`config.mk`:
```
export PLATFORM = sky130hd
export DESIGN_NAME = motor_ramp_ctrl
export DESIGN_NICKNAME = d
export VERILOG_FILES = /design/src/rtl/motor_ramp_ctrl.sv
export SDC_FILE = /design/constraint.sdc
export NUM_CORES = 1
export LEC_CHECK = 0
export CAP_MARGIN = 25
export CORE_ASPECT_RATIO = 0.5
export CORE_MARGIN = 2
export CORE_UTILIZATION = 30
export CTS_CLUSTER_SIZE = 20
export DETAILED_ROUTE_END_ITERATION = 6
export SYNTH_ARGS = -nofsm -noshare
export SYNTH_HDL_FRONTEND = slang
export SYNTH_SLANG_ARGS = --single-unit
```
`constraint.sdc`:
```
create_clock -name clk -period 5.9 [get_ports clk]
set_clock_uncertainty 0.2 [all_clocks]
set_input_delay 1.18 -clock clk [delete_from_list [all_inputs] [get_ports clk]]
set_output_delay 1.18 -clock clk [all_outputs]
set_load 0.02 [all_outputs]
```
`src/rtl/motor_ramp_ctrl.sv`:
```
// rtl/motor_ramp_ctrl.sv - two-wheel duty ramp and lost-line recovery sequencer
module motor_ramp_ctrl #(
  parameter int unsigned TICK_DIV     = 100000,
  parameter logic [9:0]  STEP         = 10'd50,
  parameter logic [15:0] LOST_TICKS   = 16'd300,
  parameter logic [15:0] SEARCH_TICKS = 16'd2000,
  parameter logic [9:0]  SEARCH_FAST  = 10'd700,
  parameter logic [9:0]  SEARCH_SLOW  = 10'd200
) (
  input  logic       clk,
  input  logic       rst,
  input  logic       start,
  input  logic       stop,
  input  logic [2:0] mode,
  output logic [9:0] left_duty,
  output logic [9:0] right_duty,
  output logic [1:0] state,
  output logic       at_target
);

  typedef enum logic [1:0] {
    S_IDLE   = 2'd0,
    S_RUN    = 2'd1,
    S_SEARCH = 2'd2,
    S_HALT   = 2'd3
  } state_t;

  localparam int CW = (TICK_DIV > 1) ? $clog2(TICK_DIV) : 1;
  localparam logic [CW-1:0] TICK_MAX = CW'(TICK_DIV - 1);

  state_t        cur_state, nxt_state;
  logic [CW-1:0] tick_cnt;
  logic          tick;
  logic          start_q;
  logic          start_edge;
  logic          last_side;
  logic [15:0]   lost_cnt, lost_nxt, lost_inc;
  logic [15:0]   search_cnt, search_nxt, search_inc;
  logic [9:0]    tgt_l, tgt_r;

  assign tick       = (tick_cnt == TICK_MAX);
  assign start_edge = start & ~start_q;
  assign lost_inc   = (lost_cnt == 16'hFFFF) ? lost_cnt : lost_cnt + 16'd1;
  assign search_inc = (search_cnt == 16'hFFFF) ? search_cnt : search_cnt + 16'd1;
  assign state      = cur_state;
  assign at_target  = (left_duty == tgt_l) && (right_duty == tgt_r);

  // Move one duty at most STEP toward its target; 11-bit sums avoid wrap
  function automatic logic [9:0] ramp_step(input logic [9:0] cur, input logic [9:0] tgt);
    logic [10:0] up;
    logic [10:0] lim;
    up  = {1'b0, cur} + {1'b0, STEP};
    lim = {1'b0, tgt} + {1'b0, STEP};
    if (cur < tgt)
      ramp_step = (up < {1'b0, tgt}) ? up[9:0] : tgt;
    else if (cur > tgt)
      ramp_step = ({1'b0, cur} > lim) ? (cur - STEP) : tgt;
    else
      ramp_step = cur;
  endfunction

  // Free-running ramp tick divider
  always_ff @(posedge clk or negedge rst) begin
    if (!rst) tick_cnt <= '0;
    else if (tick) tick_cnt <= '0;
    else tick_cnt <= tick_cnt + 1'b1;
  end

  // Previous start level for edge detection
  always_ff @(posedge clk or negedge rst) begin
    if (!rst) start_q <= 1'b0;
    else start_q <= start;
  end

  // Remember which side the line was last seen on while tracking or searching
  always_ff @(posedge clk or negedge rst) begin
    if (!rst) last_side <= 1'b0;
    else if (cur_state == S_RUN || cur_state == S_SEARCH) begin
      if (mode[2] && !mode[0]) last_side <= 1'b1;
      else if (mode[0] && !mode[2]) last_side <= 1'b0;
    end
  end

  // Duty targets from state and tracker mode
  always_comb begin
    tgt_l = 10'd0;
    tgt_r = 10'd0;
    case (cur_state)
      S_RUN: begin
        case (mode)
          3'b001:  begin tgt_l = 10'd1000; tgt_r = 10'd700;  end
          3'b011:  begin tgt_l = 10'd1000; tgt_r = 10'd850;  end
          3'b100:  begin tgt_l = 10'd850;  tgt_r = 10'd1000; end
          3'b110:  begin tgt_l = 10'd700;  tgt_r = 10'd1000; end
          3'b000:  begin tgt_l = 10'd600;  tgt_r = 10'd600;  end
          default: begin tgt_l = 10'd1000; tgt_r = 10'd1000; end
        endcase
      end
      S_SEARCH: begin
        if (last_side) begin tgt_l = SEARCH_SLOW; tgt_r = SEARCH_FAST; end
        else begin tgt_l = SEARCH_FAST; tgt_r = SEARCH_SLOW; end
      end
      default: begin tgt_l = 10'd0; tgt_r = 10'd0; end
    endcase
  end

  // Next state and timer values; stop overrides every other event
  always_comb begin
    nxt_state  = cur_state;
    lost_nxt   = lost_cnt;
    search_nxt = search_cnt;
    if (stop && cur_state != S_IDLE) begin
      nxt_state = S_IDLE;
    end else begin
      case (cur_state)
        S_IDLE, S_HALT: begin
          if (start_edge && !stop) begin
            nxt_state = S_RUN;
            lost_nxt  = 16'd0;
          end
        end
        S_RUN: begin
          if (tick) begin
            if (mode == 3'b000) begin
              lost_nxt = lost_inc;
              if (lost_inc >= LOST_TICKS) begin
                nxt_state  = S_SEARCH;
                search_nxt = 16'd0;
              end
            end else begin
              lost_nxt = 16'd0;
            end
          end
        end
        S_SEARCH: begin
          if (mode != 3'b000) begin
            nxt_state = S_RUN;
            lost_nxt  = 16'd0;
          end else if (tick) begin
            search_nxt = search_inc;
            if (search_inc >= SEARCH_TICKS) nxt_state = S_HALT;
          end
        end
        default: nxt_state = S_IDLE;
      endcase
    end
  end

  // State and timer registers
  always_ff @(posedge clk or negedge rst) begin
    if (!rst) begin
      cur_state  <= S_IDLE;
      lost_cnt   <= 16'd0;
      search_cnt <= 16'd0;
    end else begin
      cur_state  <= nxt_state;
      lost_cnt   <= lost_nxt;
      search_cnt <= search_nxt;
    end
  end

  // Slew applied duties toward targets once per tick
  always_ff @(posedge clk or negedge rst) begin
    if (!rst) begin
      left_duty  <= 10'd0;
      right_duty <= 10'd0;
    end else if (tick) begin
      left_duty  <= ramp_step(left_duty, tgt_l);
      right_duty <= ramp_step(right_duty, tgt_r);
    end
  end

endmodule

```
== Yosys cells after proc, flatten, opt, wreduce, memory -nomap -nowiden ==
Index checks and enable logic that the tools add are counted.

* Add/subtract/negate cells: 9
* Order comparisons: 10
* Equality and inequality tests: 25
* Multiplexer cells: 39
* Bitwise gates (word level): 3
* Reductions and logical operators: 24

{| class="wikitable"
|+ Operators by type and width
! operator !! count
|-
| $mux 16 || 11
|-
| $mux 10 || 10
|-
| $pmux 9 s3 || 2
|-
| $pmux 16 s3 || 1
|-
| $add 10x6->11 const B || 4
|-
| $pmux 10 s2 || 2
|-
| $add 16x1->16 const B || 2
|-
| $eq 16x16->1 const B || 2
|-
| $pmux 16 s2 || 1
|-
| $gt 10x11->1 || 2
|-
| $lt 11x10->1 || 2
|-
| $eq 10x10->1 || 2
|-
| $gt 10x10->1 || 2
|-
| $lt 10x10->1 || 2
|-
| $sub 10x6->10 const B || 2
|-
| $add 17x1->17 const B || 1
|-
| $eq 17x17->1 const B || 1
|-
| $mux 17 || 1
|-
| $ge 16x11->1 const B || 1
|-
| $ge 16x9->1 const B || 1
|-
| $mux 2 || 8
|-
| $reduce_bool 2->1 || 5
|-
| $ne 2x2->1 const B || 4
|-
| $reduce_and 7->1 || 1
|-
| 25 further kinds || 40
|}

* Flip-flop bits (word level): 73
* Output and inout port bits: 23

== Depth between registers and ports, before layout ==
* Depth in word-level cells: 8
* Mapped depth: 21

== Worst setup path before layout ==
Ideal clock, no wire load.

* Kind: input -> register
* From: input mode[1]
* To: register left_duty[7]
* Arrival time: 4.261 ns
* Required time: 5.579 ns
* Slack: 1.318 ns
* Cell stages on the path: 15
* Cell sequence: or2_2 > clkbuf_1 > nand2_1 > a21oi_1 > a21boi_0 > mux2_2 > ha_1 > nand4_1 > o221a_2 > a211o_1 > nor3_1 > buf_2 > or2_2 > o22ai_1 > a22o_1

* Cells in the longest elaborated chain, start to end: 8
* Elaborated cells on any way between the ends: 16

{| class="wikitable"
|+ Ends and longest elaborated chain
! element !! line !! text
|-
| start, declared || 14 || <nowiki>input logic [2:0] mode,</nowiki>
|-
| $eq 3x3->1 or $logic_not 3->1 (tied branches) || 90 || <nowiki>case (mode)</nowiki>
|-
| $pmux 9 s3 * || 90 ||
|-
| $pmux 10 s2 * || 88 || <nowiki>case (cur_state)</nowiki>
|-
| $add 10x6->11 || 53 || <nowiki>lim = {1'b0, tgt} + {1'b0, STEP};</nowiki>
|-
| $gt 10x11->1 || 57 || <nowiki>ramp_step = ({1'b0, cur} > lim) ? (cur - STEP) : tgt;</nowiki>
|-
| $mux 10 || 57 ||
|-
| $mux 10 || 56 || <nowiki>else if (cur > tgt)</nowiki>
|-
| $mux 10 || 54 || <nowiki>if (cur < tgt)</nowiki>
|-
| end signal, assigned || 168 || <nowiki>left_duty <= ramp_step(left_duty, tgt_l);</nowiki>
|-
| end, declared || 15 || <nowiki>output logic [9:0] left_duty,</nowiki>
|}

Every way passes the cells marked *; elsewhere a longest branch is shown, timed or not. The select of a mux whose other input is x is not followed.
A chain may end at the register's enable or synchronous reset.

== Worst setup path after layout ==
* From: input mode[1]
* To: output at_target

* Cells in the longest elaborated chain, start to end: 5
* Elaborated cells on any way between the ends: 12

{| class="wikitable"
|+ Ends and longest elaborated chain
! element !! line !! text
|-
| $eq 3x3->1, or another cell as far along || 90 ||
|-
| $pmux 9 s3 || 90 ||
|-
| $pmux 10 s2 || 88 ||
|-
| $eq 10x10->1 || 46 || <nowiki>assign at_target = (left_duty == tgt_l) && (right_duty == tgt_r);</nowiki>
|-
| $logic_and 1x1->1 * || 46 ||
|-
| end, declared || 18 || <nowiki>output logic at_target</nowiki>
|}

Every way passes the cells marked *; elsewhere a longest branch is shown, timed or not.

==> metrics.cfg <==
[status]
status = completed

[synthesis]
yosys.area_share.adder = 0.1228
synthMuxAreaShare = 0.01594
synth_top_family_by_area = simple AND/OR/NAND/NOR gates
synth_edf_count = 0
postSynth.asyncResetShare = 1.000
syn_area_mm2 = 0.006828
yosysSeqAreaShare = 0.2602
synth.distinct_cells = 71
synth-main-ff-cell = dfrtp_1
syn_avg_cell_area_um2 = 7.921
synth_seq_cells = 71
synth_warnings = 0
synth_cells = 862
yosys.area_share.xor_xnor = 0.04618
synth_simple_gate_area_frac = 0.2613
synth_compound_area_frac = 0.2441

[clock_tree]
cts_root_buf = clkbuf_16
postCtsHoldBufs = 0
cts_made_buffers = 9
cts.clk_slew.worst_paths_ns = 0.06
clk_latency_ns = 0.36
cts_sinks = 71
cts_resized = 0
post_cts.repair.setup_buffers = 0
htreeDepth = 3
tritoncts = done
clockBufferDepth = 2

[critical_path]
crit_chain = clkdlybuf4s50_1 -> nor2b_1 -> nand2_1 -> nand2_1 -> a21oi_1 -> ha_1 -> nand2_1 -> nor4b_1 -> nand2_1 -> nor2_1 -> clkdlybuf4s50_1
crit_slowest_cell = clkdlybuf4s50_1
critical_path_class = in2out
required_ns = 4.52
end_kind = output port
slowest_delay_ns = 0.64
worstPathArrival_ns = 4.17
startpoint_type = input port
worst-path-buf-inv = 2
cp_max_fo = 8
cpMostUsedCell = nand2_1
path_delay_family = buffers and inverters

[grt]
antenna_found_initial = 0
grt_pass1_wl_mm = 30.72
grtUsageTotal = 0.1539
grt.overflow.total = 0
grt_max_degree = 72
grt_pass1_vias = 6166

[sta]
fin_crit_sh = 0.9412
worst_hold_slack_ns = 0.2918
maxSlewHeadroom = 0.3605
min_period_ns = 5.553
tightest_slew_ns = 0.9519
setup_tns_ns = 0
fmax_mhz = 180.1
layout_setup_ws_ns = 0.3470
setup_viol = 0
slew_viol_final = 0
rsz0062_at_grt = false
hold_viol_final = 0

[pwr]
p_leak_uw = 0.003161
ir_drop_v = 0.0001615
power.density_mw_per_mm2 = 316.6

[cells_and_area]
nets = 951
fillerInstances = 2281
seq_area_mm2 = 0.001777
stdcell_area_mm2 = 0.007739
layout-drive-gt1-share = 0.07370
fin_util = 0.3515
antenna_cells = 0
areaGrowthSynthToFinish_pct = 13.34
multi_input_area_mm2 = 0.004728

[place]
hpwl_mm = 13.56
port_buffers = 27
place_congestion = 0.9320
post-place-ws_ns = 0.3603
dpl_cell_area_mm2 = 0.007426

[floorplanning]
core_mm2 = 0.02201
start_util = 0.3102
placementRows = 38
die_area_mm2 = 0.02406
die_x_um = 217.4
die_y_um = 110.7
pin_count = 30

[routing]
routed_wl_mm = 18.40
vias = 6481
viasPerCell = 5.483
dr.pass1.iters = 5
wl_per_cell_um = 15.56
drtAntennaViolNets = 0
drt_drc_violations_left = 0
drtIter0Drc = 379

[job]
timing.max_cap.violations = 0

[min_path]
hold_path_class = reg2reg

## worst reg2reg max path, delay by kind of cell (launching register included)
family | cells | cell delay, ns
buffers and inverters | 4 | 0.70
flip-flops | 1 | 0.49
multiplexers | 1 | 0.36
adder cells (fa/ha/maj) | 3 | 0.86
AND/OR/NAND/NOR | 5 | 1.26
AO/OA/AOI/OAI | 5 | 0.91
## per-layer routing
| metal | up-vias | GRT usage | part of all wire |
|---|---|---|---|
| li1 | 3213 | - | - |
| met3 | 16 | 0.02497 | 0.036 |
| met5 | - | 0 | 0 |
| met4 | 0 | 0.04429 | 0.012 |
| met1 | 3118 | 0.2066 | 0.49 |
| met2 | 134 | 0.2545 | 0.46 |
## layout by cell type, fill, tap and decap left out, types with 4 or more instances in the layout
master and instances:
nor2b_1 18, clkbuf_16 9, nand4_1 20, o22a_1 5
xnor2_1 23, and4_1 6, o41ai_1 5, clkdlybuf4s50_1 26
o2111ai_1 8, nor3_1 16, nand2_1 101, and3_1 15
buf_4 18, or4_1 4, xor2_1 13, a221oi_1 6
a211oi_1 5, nand3_1 37, o21a_1 9, or3_1 8
o31ai_1 9, a31oi_1 11, nor3b_1 6, o22ai_1 7
a21oi_1 67, a22o_1 10, and2_1 6, ha_1 67
dfrtp_1 71, inv_1 40, nand2b_1 9, mux2_2 7
nor4_1 11, o211a_1 4, o21bai_1 4, or2_2 6
a21o_1 11, o211ai_1 11, nor2_1 68, o21ai_0 50
## state kept, by name, summed over array words and instances (netlist names)
| signal | flops |
|---|---|
| tick_cnt | 17 |
| lost_cnt | 16 |
| last_side | 1 |
| state | 2 |
| right_duty | 9 |
| search_cnt | 16 |
| start_q | 1 |
| left_duty | 9 |
## worst paths after layout
check	endpoint	startpoint	depth (start not counted)	slack (ns)
max	at_target	mode[1]	11	0.35
min	tick_cnt[0]	tick_cnt[0]	1	0.29
max reg2reg	left_duty[4]	state[1]	18	1.01
min reg2reg	tick_cnt[0]	tick_cnt[0]	1	0.29
max in group asynchronous	left_duty[3]	rst	2	4.45
min in group asynchronous	right_duty[7]	rst	1	0.48
## where the power goes
group	internal, µW	leakage, µW	switching (µW)
Combinational	531	0.00208	855
Clock	292	0.000131	252
Sequential	498	0.000951	22.2
## final cells by class
cell class	instances	share of cell area
inverters	40	0.01940
repair buffers	45	0.05465
flip-flops and latches	71	0.2296
clock inverters	7	0.007761
clock buffers	9	0.02910
well taps	300	0.04850
multi-input cells	710	0.6110
## cells in the mapped netlist, drive strengths merged, types with 13 or more instances
cell type    n  share of area
a21oi       68          0.050
and3        15          0.014
buf         16          0.012
clkbuf      26          0.014
dfrtp       71           0.26
ha          67           0.12
inv         40          0.022
nand2      101          0.056
nand3       38          0.029
nand4       23          0.024
nor2        68          0.037
nor2b       18          0.016
nor3        17          0.013
nor4        14          0.017
o21ai       51          0.038
xnor2       23          0.030
xor2        13          0.017
## logic make-up after synthesis
kind of cell / count (synthesis)
buffers and inverters: 82
AOI/OAI and AO/OA: 248
xor gates and xnor gates: 36
DFF: 71
and+or+nand+nor: 347
other: 1
adders and majority gates: 67
muxes: 10
## per-stage QoR
step | instances | total power, µW
6_report | 1182 | 2450
5_1_grt | 1182 | 2631
3_5_place_dp | 1165 | 1883
2_1_floorplan | 863 | 1524
3_3_place_gp | 1165 | 1869
4_1_cts | 1181 | 2444
No activity file was read; power rests on OpenSTA's default activity.
